**src/rtl/scalar_mult_ctrl.sv**
```systemverilog
// Double-and-add scalar multiplication sequencer driving an external combinational point ALU.
// Optional SCALAR_MULT_LEADING_ZERO_SKIP_EN: start from the highest set bit of k with Q=P.
module scalar_mult_ctrl #(
    parameter int K_WIDTH = 4
) (
    input  logic               clk,
    input  logic               rst,
    input  logic               start,
    input  logic [K_WIDTH-1:0] k,
    input  logic [11:0]        P,
    output logic               busy,
    output logic               done,
    output logic [11:0]        Q,
    output logic [1:0]         alu_op,
    output logic [11:0]        alu_A,
    output logic [11:0]        alu_B,
    input  logic [11:0]        alu_R
);

    localparam int          IW  = (K_WIDTH > 1) ? $clog2(K_WIDTH) : 1;
    localparam logic [11:0] INF = 12'h010;
    localparam logic [1:0]  OP_ADD = 2'b00;
    localparam logic [1:0]  OP_DBL = 2'b01;

    typedef enum logic [1:0] {S_IDLE, S_DBL, S_ADD, S_DONE} state_t;

    state_t             r_state_reg, w_state_next;
    logic [11:0]        r_q_reg, w_q_next;
    logic [11:0]        r_p_reg, w_p_next;
    logic [K_WIDTH-1:0] r_k_reg, w_k_next;
    logic [IW-1:0]      r_i_reg, w_i_next;
    logic               w_bit;

    assign w_bit = r_k_reg[r_i_reg];

`ifdef SCALAR_MULT_LEADING_ZERO_SKIP_EN
    logic [IW-1:0] w_msb;
    logic          w_k_nz;

    // Priority encoder: the last set bit scanned upward wins, giving the MSB index.
    always_comb begin
        w_msb = '0;
        for (int j = 0; j < K_WIDTH; j++) begin
            if (k[j]) w_msb = j[IW-1:0];
        end
    end
    assign w_k_nz = |k;
`endif

    always_ff @(posedge clk) begin
        if (rst) begin
            r_state_reg <= S_IDLE;
            r_q_reg     <= INF;
            r_p_reg     <= '0;
            r_k_reg     <= '0;
            r_i_reg     <= '0;
        end else begin
            r_state_reg <= w_state_next;
            r_q_reg     <= w_q_next;
            r_p_reg     <= w_p_next;
            r_k_reg     <= w_k_next;
            r_i_reg     <= w_i_next;
        end
    end

    always_comb begin
        w_state_next = r_state_reg;
        w_q_next     = r_q_reg;
        w_p_next     = r_p_reg;
        w_k_next     = r_k_reg;
        w_i_next     = r_i_reg;
        alu_op       = OP_ADD;
        case (r_state_reg)
            S_IDLE: begin
                if (start) begin
                    w_k_next = k;
                    w_p_next = P;
`ifdef SCALAR_MULT_LEADING_ZERO_SKIP_EN
                    // The leading one is absorbed by loading P directly.
                    if (!w_k_nz) begin
                        w_q_next     = INF;
                        w_i_next     = '0;
                        w_state_next = S_DONE;
                    end else begin
                        w_q_next = P;
                        if (w_msb == '0) begin
                            w_i_next     = '0;
                            w_state_next = S_DONE;
                        end else begin
                            w_i_next     = w_msb - 1'b1;
                            w_state_next = S_DBL;
                        end
                    end
`else
                    w_q_next     = INF;
                    w_i_next     = IW'(K_WIDTH - 1);
                    w_state_next = S_DBL;
`endif
                end
            end
            S_DBL: begin
                alu_op   = OP_DBL;
                w_q_next = alu_R;
                if (w_bit) begin
                    w_state_next = S_ADD;
                end else if (r_i_reg == '0) begin
                    w_state_next = S_DONE;
                end else begin
                    w_i_next     = r_i_reg - 1'b1;
                    w_state_next = S_DBL;
                end
            end
            S_ADD: begin
                alu_op   = OP_ADD;
                w_q_next = alu_R;
                if (r_i_reg == '0) begin
                    w_state_next = S_DONE;
                end else begin
                    w_i_next     = r_i_reg - 1'b1;
                    w_state_next = S_DBL;
                end
            end
            S_DONE: begin
                w_state_next = S_IDLE;
            end
            default: begin
                w_state_next = S_IDLE;
            end
        endcase
    end

    assign busy  = (r_state_reg != S_IDLE);
    assign done  = (r_state_reg == S_DONE);
    assign Q     = r_q_reg;
    assign alu_A = r_q_reg;
    assign alu_B = r_p_reg;

endmodule

```
**config.mk**
```make
export PLATFORM = sky130hd
export DESIGN_NAME = scalar_mult_ctrl
export DESIGN_NICKNAME = d
export VERILOG_FILES = /design/src/rtl/scalar_mult_ctrl.sv
export SDC_FILE = /design/constraint.sdc
export NUM_CORES = 1
export LEC_CHECK = 0
export ABC_AREA = 1
export BUFFER_PORTS_ARGS = -buffer_cell sky130_fd_sc_hd__buf_2
export CAP_MARGIN = 5
export CELL_PAD_IN_SITES_DETAIL_PLACEMENT = 1
export CELL_PAD_IN_SITES_GLOBAL_PLACEMENT = 1
export CORE_MARGIN = 8
export CORE_UTILIZATION = 34
export DETAILED_ROUTE_END_ITERATION = 6
export GPL_ROUTABILITY_DRIVEN = 0
export GPL_TIMING_DRIVEN = 1
export PLACE_DENSITY_LB_ADDON = 0.1
export SKIP_CTS_REPAIR_TIMING = 1
export SYNTH_ARGS = -nofsm -noshare
export SYNTH_HDL_FRONTEND = slang
export SYNTH_SLANG_ARGS = --single-unit
```
**constraint.sdc**
```tcl
create_clock -name clk -period 3 [get_ports clk]
set_input_delay 0 -clock clk [delete_from_list [all_inputs] [get_ports clk]]
set_output_delay 0 -clock clk [all_outputs]
set_load 0.02 [all_outputs]
```
### Yosys cells after proc, flatten, opt, wreduce, memory -nomap -nowiden

Index checks and enable logic that the tools add are counted.

| word-level totals | value |
|---|---|
| output and inout bits | 40 |
| logic and storage cells | 34 |
| bits in registers | 32 |

| operators by class | value |
|---|---|
| $lt $le $gt $ge | 1 |
| equal/unequal tests | 5 |
| muxes and demuxes | 13 |
| $add $sub $neg | 1 |
| reduce and logical (&&, ||, !) cells | 9 |

Operator list:

| operator | count |
|---|---|
| case mux 12 bit (2 select lines) | 1 |
| 2-to-1 mux 12 bit | 1 |
| 2-to-1 mux 2 bit | 6 |
| case mux 2 bit (4 select lines) | 1 |
| case mux 2 bit (3 select lines) | 1 |
| == test 2 bit, second input constant | 2 |
| logical NOT 2 bit | 2 |
| != test 2 bit, second input constant | 2 |
| AND reduction 2 bit | 2 |
| nonzero test 2 bit | 2 |
| less-than comparator 2 x 3 -> 1 bit, second input constant | 1 |
| AND reduction 3 bit | 1 |
| nonzero test 3 bit | 1 |
| binary-select mux 1 bit (select 2 bit) | 1 |
| == test 2 x 1 -> 1 bit, second input constant | 1 |
| 2-to-1 mux 1 bit | 2 |
| OR reduction 2 bit | 1 |
| subtractor 2 x 1 -> 2 bit, second input constant | 1 |

### Longest topological paths before layout

Gate-level depths: netlist of run 1.

| depth | value |
|---|---|
| depth after elaboration | 4 |
| mapped depth | 8 |
| mapped depth without buffers | 8 |

### Worst setup path before layout of run 1

OpenSTA, ideal clock, no wires.

| timing path | value |
|---|---|
| path type | flip-flop to flip-flop |
| from | register r_state_reg[0] |
| to | register r_i_reg[0] |
| data arrival time | 1282 ps |
| required time | 2869 ps |
| stages on the path, launching flop included | 9 |
| setup time | 131 ps |
| path slack | 1588 ps |
| path through | dfxtp_1 inv_1 ha_1 buf_2 nand2_1 nor3b_4 nand2_1 nand2_1 a21oi_2 |

| between the ends | value |
|---|---|
| word-level cells in the longest chain between the ends | 3 |
| elaborated cells between the ends (all ways) | 8 |

RTL lines:

| element | RTL line | RTL |
|---|---|---|
| start: declaration | 27 | `state_t r_state_reg, w_state_next;` |
| start signal: assignment | 58 | `r_state_reg <= w_state_next;` |
| == test 2 x 1 -> 1 bit (tied with other cells) | 73 | `case (r_state_reg)` |
| != test 2 bit (no line) / nonzero test 3 bit (equally long branches) | -- |  |
| AND reduction 3 bit (no line) | -- |  |
| end signal: assignment | 62 | `r_i_reg <= w_i_next;` |
| end: declaration | 31 | `logic [IW-1:0] r_i_reg, w_i_next;` |

Several ways; a longest one is shown, not always the timed one.
A chain may end at the register's enable or synchronous reset.

### Final worst setup path of run 1

| timing path | value |
|---|---|
| from | register r_state_reg[0] |
| to | register r_q_reg[6], in the netlist Q[6] |

| between the ends | value |
|---|---|
| word-level cells in the longest chain between the ends | 4 |
| elaborated cells between the ends (all ways) | 8 |

RTL lines:

| element | RTL line | RTL |
|---|---|---|
| == test 2 bit / == test 2 x 1 -> 1 bit (equally long branches) | 73 |  |
| OR reduction 2 bit (no line) | -- |  |
| nonzero test 2 bit (no line) | -- |  |
| AND reduction 2 bit (no line) | -- |  |
| end signal: assignment | 59 | `r_q_reg <= w_q_next;` |
| end: declaration | 28 | `logic [11:0] r_q_reg, w_q_next;` |

Several ways; a longest one is shown, not always the timed one.

==> out/results.tsv, run 1 <==
stage	metric	value	unit
route	Initial DRT Pass Iterations	4	
hold_path	Hold Crit Class	primary input to register	
cells_and_area	Final nets	292	
die	Die Span Y	82.0	um
placed_design	DP HPWL	3100	um
synthesis	Synth warnings	0	
route	Routed Antenna Nets	0	
global_route	number of global-route vias before repair	1409	
sta	Final setup viols	0	
worst_setup_path	slowest CP cell	ha_1	
power	leakage	0.949	nW
synthesis	register area share after synthesis	43.2	%
route	vias per cell	4.65	
synthesis	top-count cell post-synth	nor2_1	
worst_setup_path	CP Capture Type	register	
status	status	finished with violations	
synthesis	share of Yosys cell area claimed by the top area cell type	43.2	%
worst_setup_path	worst-path cell chain	inv_1 > ha_1 > nand2_1 > nand3_1 > a21oi_1	
worst_setup_path	Worst Path Max Fanout	16	
synthesis	top cells by count, synth	33 x nor2_1, 32 x dfxtp_1, 25 x nand3_1, 19 x nand2_1, 16 x o21ai_0	
worst_setup_path	delay of the slowest critical-path stage	600	ps
synthesis	Yosys reg bits	32	
synthesis	Post-Syn Area	1480	um^2
sta	Worst Clk Skew	2.93	ps
cts	clock slew at reported path FFs	70	ps
sta	hold slack	-33.8	ps
worst_setup_path	CP Data Arrival Time	2020	ps
synthesis	Mapped Cells	187	
synthesis	mean post-synth cell area	7.92	um^2
sta	Final Cycle Share	61.9	%
route	drc violations	0	
synthesis	count of cell types in the netlist	23	
cts	CTS Buf Count	5	
power	PD cells	723	nW/um^2
die	die width	82.0	um
cts	H-tree depth	2	
sta	Worst slew margin	63.2	%
die	row count	24	
sta	Final Hold Fails	11	
synthesis	EDFF count, synth	0	
global_route	largest net degree at the start of global routing	30	
synthesis	fraction of registers with async set or reset after synthesis	0	%
die	Die Area	6730	um^2
sta	worst-margin pin slew	551	ps
worst_setup_path	worst setup path category	register to register	
status	failing checks	hold timing	
sta	Final min period	1860	ps
global_route	initial antenna violation count	0	
worst_setup_path	Critical Path RT	3160	ps
route	WL/cell	14.2	um
die	core area	4260	um^2
die	number of I/O pins	71	
route	final WL	4370	um
synthesis	Syn Nets	224	
worst_setup_path	Critical Path Start Type	register	
synthesis	Post-synth top flop	dfxtp_1	
sta	unrepaired setup endpoints after global routing	false	
cells_and_area	Antenna diodes	0	
route	vias post-DR	1431	
die	Starting Density	34.7	%
cells_and_area	layout cells sized above 1	34.0	%
cts	clock root cell	clkbuf_8	
run	max capacitance violation total	0	
cells_and_area	Post-Layout Cell Count	308	
global_route	GRT overflow	0	
cts	CTS tree	yes	
placed_design	dpl cell area	1720	um^2
cells_and_area	Area growth syn-to-layout	32.3	%
route	number of DRC markers in iteration 0	44	
sta	total negative slack	0	ps
power	worst vdd ir	0.353	mV
placed_design	placed insts	285	
global_route	first-pass GRT wire length	6650	um
synthesis	post-synth top area cell	dfxtp_1	
synthesis	top cells by area, synth	dfxtp_1 43%, nand3_1 8.4%, nor2_1 8.4%	
placed_design	I/O Buffers	69	
cells_and_area	Finished Cell Area	1960	um^2
cts	worst skew pair latency	280	ps
global_route	gr usage total	12.8	%
sta	fmax	0.539	GHz
cts	Clock Path Buffers	2	
cts	Clock Sinks	32	
sta	Max Slew Vio Count	0	
## layout make-up
cell class | instances | area [um^2]
well taps | 52 | 65.1
multi-input cells | 124 | 636
fillers | 566 | 2300
flip-flops and latches | 32 | 641
inverters | 8 | 30.0
repair buffers | 84 | 495
clock buffers | 7 | 86.3
clock inverters | 1 | 7.51
## power by group
group	total (W)	switching, W	internal (W)
Sequential	0.000542	0.0000473	0.000495
Combinational	0.000527	0.000340	0.000187
Clock	0.000349	0.000163	0.000186
## worst max-delay path: cells and delay by family (launching register included)
family	cells	cell delay, ps
compound gates	1	90
fa+ha+maj	1	600
flops	1	390
simple gates	2	560
buf+inv	1	100
## final timing paths
| check | start | to | slack (ps) | depth (start not counted) |
|---|---|---|---|---|
| max | r_state_reg[0] | Q[6] | 1140 | 5 |
| min reg2reg | alu_B[1] | alu_B[1] | 480 | 2 |
| min | P[2] | alu_B[2] | -30 | 3 |
| max reg2reg | r_state_reg[0] | Q[6] | 1140 | 5 |
## through the flow
| step | total power [W] | util (%) | hold WS [ps] | worst slack, ps |
|---|---|---|---|---|
| 2_1_floorplan | 0.000963 | - | 69.1 | 1590 |
| 3_3_place_gp | 0.00107 | 40.3 | 219 | 1150 |
| 3_5_place_dp | 0.00107 | 40.3 | 229 | 1130 |
| 4_1_cts | 0.00142 | 42.5 | -72.8 | 1110 |
| 5_1_grt | 0.00152 | 46.0 | 0.597 | 974 |
| 6_report | 0.00142 | 46.0 | -33.8 | 1140 |
## layout by cell type, fill, tap and decap left out
master	synthesis	routed
a21oi_1	14	14
a21oi_2	1	1
buf_2	2	69
clkbuf_1	1	1
clkbuf_8	0	6
clkinvlp_4	0	1
conb_1	1	1
dfxtp_1	32	32
dlygate4sd3_1	0	15
ha_1	6	6
inv_1	3	3
inv_2	5	5
nand2_1	19	19
nand2_2	1	1
nand3_1	25	25
nand3_2	2	2
nor2_1	33	33
nor2_4	1	1
nor3_1	1	1
nor3b_4	1	1
o21ai_0	16	16
o21ai_1	2	2
o22ai_1	1	1
## layer usage
metal  wire length (um)  GRT usage [%]
met1               1840           14.4
met2               2120           20.6
met3                368           6.35
met4                 40           4.04
met5                  0              0
## logic make-up (layout without fill, tap and decap cells)
group / Yosys count / count (layout) / share of synthesized area, %
other: 1 / 1 / 0.253
AO/OA/AOI/OAI: 34 / 34 / 11.8
flip-flops: 32 / 32 / 43.2
AND/OR/NAND/NOR: 83 / 83 / 25.8
buffers and inverters: 31 / 100 / 13.9
adder cells (fa/ha/maj): 6 / 6 / 5.07
(Power assumes the default switching activity.)
==> run 2: changes to the inputs <==
--- a/config.mk
+++ b/config.mk
@@ -11,7 +11,7 @@
 export CELL_PAD_IN_SITES_DETAIL_PLACEMENT = 1
 export CELL_PAD_IN_SITES_GLOBAL_PLACEMENT = 1
 export CORE_MARGIN = 8
-export CORE_UTILIZATION = 34
+export CORE_UTILIZATION = 31
 export DETAILED_ROUTE_END_ITERATION = 6
 export GPL_ROUTABILITY_DRIVEN = 0
 export GPL_TIMING_DRIVEN = 1
==> constraint.sdc (replaced) <==
create_clock -name clk -period 1.95 [get_ports clk]
set_input_delay 0 -clock clk [delete_from_list [all_inputs] [get_ports clk]]
set_output_delay 0 -clock clk [all_outputs]
set_load 0.02 [all_outputs]
==> run 2 against run 1 <==
Compared with the run above: the flow still finishes with violations (hold timing); register-to-register slack got worse by 830 ps; sequential share of layout area shrank 1.0 points; wire length rose by 2.2%; highest routed layer unchanged; largest cell class unchanged; power up 56%; critical path depth rose by 1; via count grew 2.3%; final cell count increased by 2.9%; clock-buffer cell count unchanged; largest power group is now combinational cells.
==> out/results.tsv, run 2 (synthesized netlist as in run 1, its figures left out) <==
stage	metric	value	unit	change
status	status	finished with violations		
status	failing checks	hold timing		
worst_setup_path	CP Data Arrival Time	1810	ps	-210 ps
worst_setup_path	delay of the slowest critical-path stage	400	ps	-200 ps
die	Die Span Y	85.1	um	+3.8%
worst_setup_path	Reg-to-Reg End	Q[4]		
worst_setup_path	Levels on crit path	6		+1
die	die width	85.1	um	+3.8%
worst_setup_path	Critical Path RT	2120	ps	-1040 ps
cts	Clock Sinks	32		unchanged
worst_setup_path	worst setup path category	register to register		
route	final WL	4460	um	+2.2%
worst_setup_path	R2R depth	6		+1
cts	H-tree depth	2		unchanged
route	number of DRC markers in iteration 0	35		-20%
worst_setup_path	Critical Path Start Type	register		
cells_and_area	Area growth syn-to-layout	36.7	%	
cells_and_area	layout cells sized above 1	34.2	%	+0.24 points
worst_setup_path	worst-path cell chain	inv_1 > ha_1 > nand2_1 > nand2_1 > o22ai_1 > nand2_1		
die	Starting Density	31.8	%	-3.0 points
route	drc violations	0		unchanged
global_route	first-pass GRT wire length	6960	um	+4.7%
route	WL/cell	14.1	um	-0.75%
cells_and_area	Antenna diodes	0		unchanged
sta	fmax	0.610	GHz	+13%
global_route	initial antenna violation count	0		unchanged
sta	Final min period	1640	ps	-217 ps
cells_and_area	Finished Cell Area	2030	um^2	+3.3%
cts	clock root cell	clkbuf_8		
cells_and_area	Final nets	299		+2.4%
worst_setup_path	Critical Path Most Common Cell	nand2_1		
power	Gate power share	37.9	%	+0.8 points
route	Routed Antenna Nets	0		unchanged
placed_design	DP HPWL	3180	um	+2.7%
sta	Final Cycle Share	84.1	%	+22 points
worst_setup_path	Buf/Inv on CP	1		unchanged
global_route	number of global-route vias before repair	1444		+2.5%
power	PD cells	1090	nW/um^2	+51%
hold_path	Hold Crit Class	primary input to register		
cts	CTS Buf Count	5		unchanged
sta	Final Hold Fails	8		-3
sta	unrepaired setup endpoints after global routing	false		
placed_design	I/O Buffers	69		unchanged
power	clock power share	24.3	%	-0.3 points
global_route	largest net degree at the start of global routing	19		-37%
worst_setup_path	kind of cell adding the most delay to the critical path	simple AND/OR/NAND/NOR gates		
worst_setup_path	Worst Path Max Fanout	12		-4
hold_path	worst hold start	P[7]		
cts	clock slew at reported path FFs	70	ps	about the same
cts	Clock Path Buffers	2		unchanged
global_route	gr usage total	11.9	%	-0.85 points
sta	hold slack	-35.6	ps	-1.79 ps
sta	total negative slack	0	ps	unchanged
power	worst vdd ir	0.504	mV	+43%
placed_design	dpl cell area	1740	um^2	+1.5%
cts	worst skew pair latency	280	ps	about the same
power	Net Sw Power	0.000850	W	+55%
route	Initial DRT Pass Iterations	2		-2
worst_setup_path	Critical R2R Launch	r_state_reg[1]		
run	max capacitance violation total	0		unchanged
worst_setup_path	CP Capture Type	register		
cts	CTS tree	yes		
power	sequential share of power	37.7	%	-0.5 points
worst_setup_path	Reg2Reg Setup Slack	310	ps	-830 ps
sta	Worst Clk Skew	4.89	ps	+1.96 ps
sta	Max Slew Vio Count	0		unchanged
route	vias post-DR	1464		+2.3%
die	number of I/O pins	71		unchanged
die	row count	25		+4.2%
power	leakage	0.980	nW	+3.3%
hold_path	Hold Crit Endpoint	alu_B[7]		
cells_and_area	most frequent cells in the layout	69 x buf_2, 33 x nor2_1, 32 x dfxtp_1		
global_route	GRT overflow	0		unchanged
sta	Final setup viols	0		unchanged
hold_path	Hold Path Depth	3		unchanged
cells_and_area	most common cell after layout, fill and taps aside	buf_2		
power	sw frac	38.5	%	-0.29 points
die	core area	4660	um^2	+9.3%
die	Die Area	7250	um^2	+7.8%
worst_setup_path	slowest CP cell	dfxtp_1		
power	P_int	0.00136	W	+56%
route	vias per cell	4.62		-0.60%
worst_setup_path	Crit. Startpoint	r_state_reg[1]		
## run 2: cell count changes in the layout (fill, tap and decap cells not counted), sizes merged
cell / delta
buf: +3
dlygate4sd3: +4
## run 2: final cells by class
cell class                 instances  area [um^2]
sequential                        32          641
tap                               54         67.6
clock buffer                       7         86.3
fill                             590         2640
inverter                           8         30.0
multi-input combinational        124          636
timing repair buffer              91          558
clock inverter                     1         7.51
## run 2: power groups by stage
| stage | clock network [W] | registers (W) | logic, W |
|---|---|---|---|
| global route | 0.000594 | 0.000850 | 0.000946 |
| CTS | 0.000554 | 0.000835 | 0.000823 |
| floorplan | 0 | 0.000924 | 0.000557 |
| global placement | 0 | 0.000847 | 0.000822 |
| finish | 0.000537 | 0.000833 | 0.000837 |
| detailed placement | 0 | 0.000849 | 0.000821 |
## run 2: routing by layer
metal,vias to the layer above,track usage [%],routed length (um)
li1,747,-,-
met1,662,13.5,1860
met2,49,18.3,2140
met3,6,6.95,415
met4,0,3.88,45
met5,-,0,0
## run 2: worst max path at each step
stage	end	slack (ps)
global placement	Q[4]	360
detailed placement	Q[4]	300
CTS	Q[4]	290
floorplan	r_i_reg[0]	540
finish	Q[4]	310
global route	Q[4]	140
## run 2: stage by stage
step / hold WS (ps) / power, W / utilization, % / std cells / setup slack [ps]
2_1_floorplan: 69.1 / 0.00148 / - / 187 / 538
3_3_place_gp: 219 / 0.00167 / 37.4 / 290 / 361
3_5_place_dp: 224 / 0.00167 / 37.4 / 290 / 302
4_1_cts: -73.8 / 0.00221 / 39.4 / 298 / 291
5_1_grt: 0.157 / 0.00239 / 43.5 / 317 / 138
6_report: -35.6 / 0.00221 / 43.5 / 317 / 310
## run 2: worst min-delay path, cell delays in order
cell     delay, ps
buf_2           70
o21ai_0         70
nor2_1          70
==> run 3: changes to the inputs <==
--- a/config.mk
+++ b/config.mk
@@ -11,7 +11,7 @@
 export CELL_PAD_IN_SITES_DETAIL_PLACEMENT = 1
 export CELL_PAD_IN_SITES_GLOBAL_PLACEMENT = 1
 export CORE_MARGIN = 8
-export CORE_UTILIZATION = 31
+export CORE_UTILIZATION = 28
 export DETAILED_ROUTE_END_ITERATION = 6
 export GPL_ROUTABILITY_DRIVEN = 0
 export GPL_TIMING_DRIVEN = 1
==> constraint.sdc (replaced) <==
create_clock -name clk -period 1.5 [get_ports clk]
set_input_delay 0 -clock clk [delete_from_list [all_inputs] [get_ports clk]]
set_output_delay 0 -clock clk [all_outputs]
set_load 0.02 [all_outputs]
==> run 3 against run 2 <==
Compared with the run above: the flow still finishes with violations (hold timing); worst setup slack lost 180 ps; clock skew about the same; final cell count up 5.4%; sequential share of layout area up 0.098 points; first-iteration DRC count is 120% higher; critical path depth is the same; clock-buffer cell count fell by 1; final area shrank 0.31%; global-route usage is 0.61 points lower; die area increased by 8.6%; power grew 29%; hold slack better by 8.8 ps; critical path type unchanged; largest cell class unchanged.
==> out/results.tsv, run 3 (synthesized netlist as in run 1, its figures left out) <==
stage	metric	value	unit	change
placed_design	DP HPWL	3480	um	+9.3%
cells_and_area	fin util	39.5	%	-3.9 points
cts	clock root cell	clkbuf_8		
worst_setup_path	Critical Path Start Type	register		
worst_setup_path	CP Data Arrival Time	1580	ps	-230 ps
sta	hold slack	-26.8	ps	+8.82 ps
hold_path	Hold Crit Endpoint	alu_B[11]		
cells_and_area	Final nets	300		+0.33%
power	PD cells	1410	nW/um^2	+30%
cells_and_area	most common cell after layout, fill and taps aside	buf_2		
placed_design	dpl cell area	1830	um^2	+5.0%
route	Initial DRT Pass Iterations	4		+2
route	vias post-DR	1464		unchanged
route	drc violations	0		unchanged
die	row count	26		+4.0%
hold_path	worst hold start	P[11]		
worst_setup_path	Critical Path RT	1720	ps	-400 ps
placed_design	placed insts	315		+8.6%
power	leakage	0.986	nW	+0.65%
die	core area	5110	um^2	+9.6%
die	Die Area	7870	um^2	+8.6%
global_route	gr usage total	11.3	%	-0.61 points
sta	Worst Clk Skew	5.31	ps	+0.426 ps
sta	unrepaired setup endpoints after global routing	false		
route	final WL	4540	um	+1.8%
sta	Final min period	1370	ps	-273 ps
cells_and_area	layout cells sized above 1	37.3	%	+3.0 points
hold_path	Hold Path Depth	3		unchanged
sta	Final setup viols	0		unchanged
power	Pwr Total	0.00285	W	+29%
global_route	number of global-route vias before repair	1490		+3.2%
worst_setup_path	CP Capture Type	register		
sta	Final Hold Fails	12		+4
global_route	grt met2 use	18.3	%	+0.076 points
worst_setup_path	Worst Path Max Fanout	4		-8
cells_and_area	Finished Cell Area	2020	um^2	-0.31%
cts	Clock Path Buffers	2		unchanged
global_route	initial antenna violation count	0		unchanged
cts	CTS tree	yes		
hold_path	Hold Crit Class	primary input to register		
sta	total negative slack	0	ps	unchanged
placed_design	I/O Buffers	69		unchanged
cells_and_area	Post-Layout Cell Count	334		+5.4%
cts	Clock Sinks	32		unchanged
worst_setup_path	Reg2Reg Setup Slack	130	ps	-180 ps
cts	clock slew at reported path FFs	70	ps	about the same
worst_setup_path	Reg-to-Reg End	r_i_reg[0]		
worst_setup_path	Critical R2R Launch	r_state_reg[0]		
sta	fmax	0.732	GHz	+20%
global_route	largest net degree at the start of global routing	19		unchanged
route	Routed Antenna Nets	0		unchanged
sta	Max Slew Vio Count	0		unchanged
worst_setup_path	R2R depth	6		unchanged
power	worst vdd ir	0.522	mV	+3.5%
sta	Final Cycle Share	91.1	%	+7.0 points
global_route	GR Layer Usage met1	13.0	%	-0.50 points
route	vias per cell	4.38		-5.1%
run	max capacitance violation total	0		unchanged
die	Die Span Y	88.7	um	+4.2%
global_route	GRT overflow	0		unchanged
route	WL/cell	13.6	um	-3.4%
die	number of I/O pins	71		unchanged
cells_and_area	most frequent cells in the layout	69 x buf_2, 33 x nor2_1, 32 x dfxtp_1		
worst_setup_path	worst setup path category	register to register		
route	number of DRC markers in iteration 0	76		+120%
die	die width	88.7	um	+4.2%
die	Starting Density	29.0	%	-2.8 points
cells_and_area	Area growth syn-to-layout	36.3	%	
global_route	met3 Use GR	4.55	%	-2.4 points
cts	worst skew pair latency	280	ps	about the same
global_route	first-pass GRT wire length	6930	um	-0.40%
status	failing checks	hold timing		
cts	H-tree depth	2		unchanged
global_route	Top Usage Layer GRT	met2		
status	status	finished with violations		
cts	CTS Buf Count	5		unchanged
## run 3: worst max-delay path, stage by stage, from the launching register on
cell	delay [ps]
dfxtp_1	330
inv_1	70
ha_1	340
nand2_1	80
nor3b_4	210
nand3_1	130
a21oi_2	140
## run 3: where the power goes
| group | internal (W) | switching, W |
|---|---|---|
| clock | 0.000315 | 0.000313 |
| combinational | 0.000449 | 0.000707 |
| sequential | 0.000990 | 0.0000782 |
## run 3: final cells by class
type | instances | area [um^2]
clock inverters | 1 | 5.00
well taps | 70 | 87.6
repair buffers | 92 | 546
flip-flops and latches | 32 | 641
multi-input cells | 124 | 636
diodes | 1 | 2.50
clock buffers | 6 | 72.6
fillers | 653 | 3090
inverters | 8 | 30.0
## run 3: stage by stage
| stage | hold WS [ps] | worst slack (ps) |
|---|---|---|
| floorplan | 69.1 | 87.7 |
| global placement | 236 | 159 |
| detailed placement | 235 | 131 |
| CTS | -59.8 | 122 |
| global route | -0.0333 | 11.9 |
| finish | -26.8 | 133 |
## run 3: how the worst max path moves through the flow
stage	from	end	slack (ps)	cells past startpoint
2_1_floorplan	r_state_reg[0]	r_i_reg[0]	90	8
3_3_place_gp	r_state_reg[0]	Q[9]	160	6
3_5_place_dp	r_state_reg[0]	r_i_reg[0]	130	7
4_1_cts	r_state_reg[0]	r_i_reg[0]	120	7
5_1_grt	r_state_reg[0]	Q[8]	10	6
6_report	r_state_reg[0]	r_i_reg[0]	130	6
## run 3: layer usage
| layer | share of wire (%) | vias up |
|---|---|---|
| li1 | - | 746 |
| met1 | 43 | 672 |
| met2 | 49 | 41 |
| met3 | 7.3 | 5 |
| met4 | 0.84 | 0 |
| met5 | 0 | - |
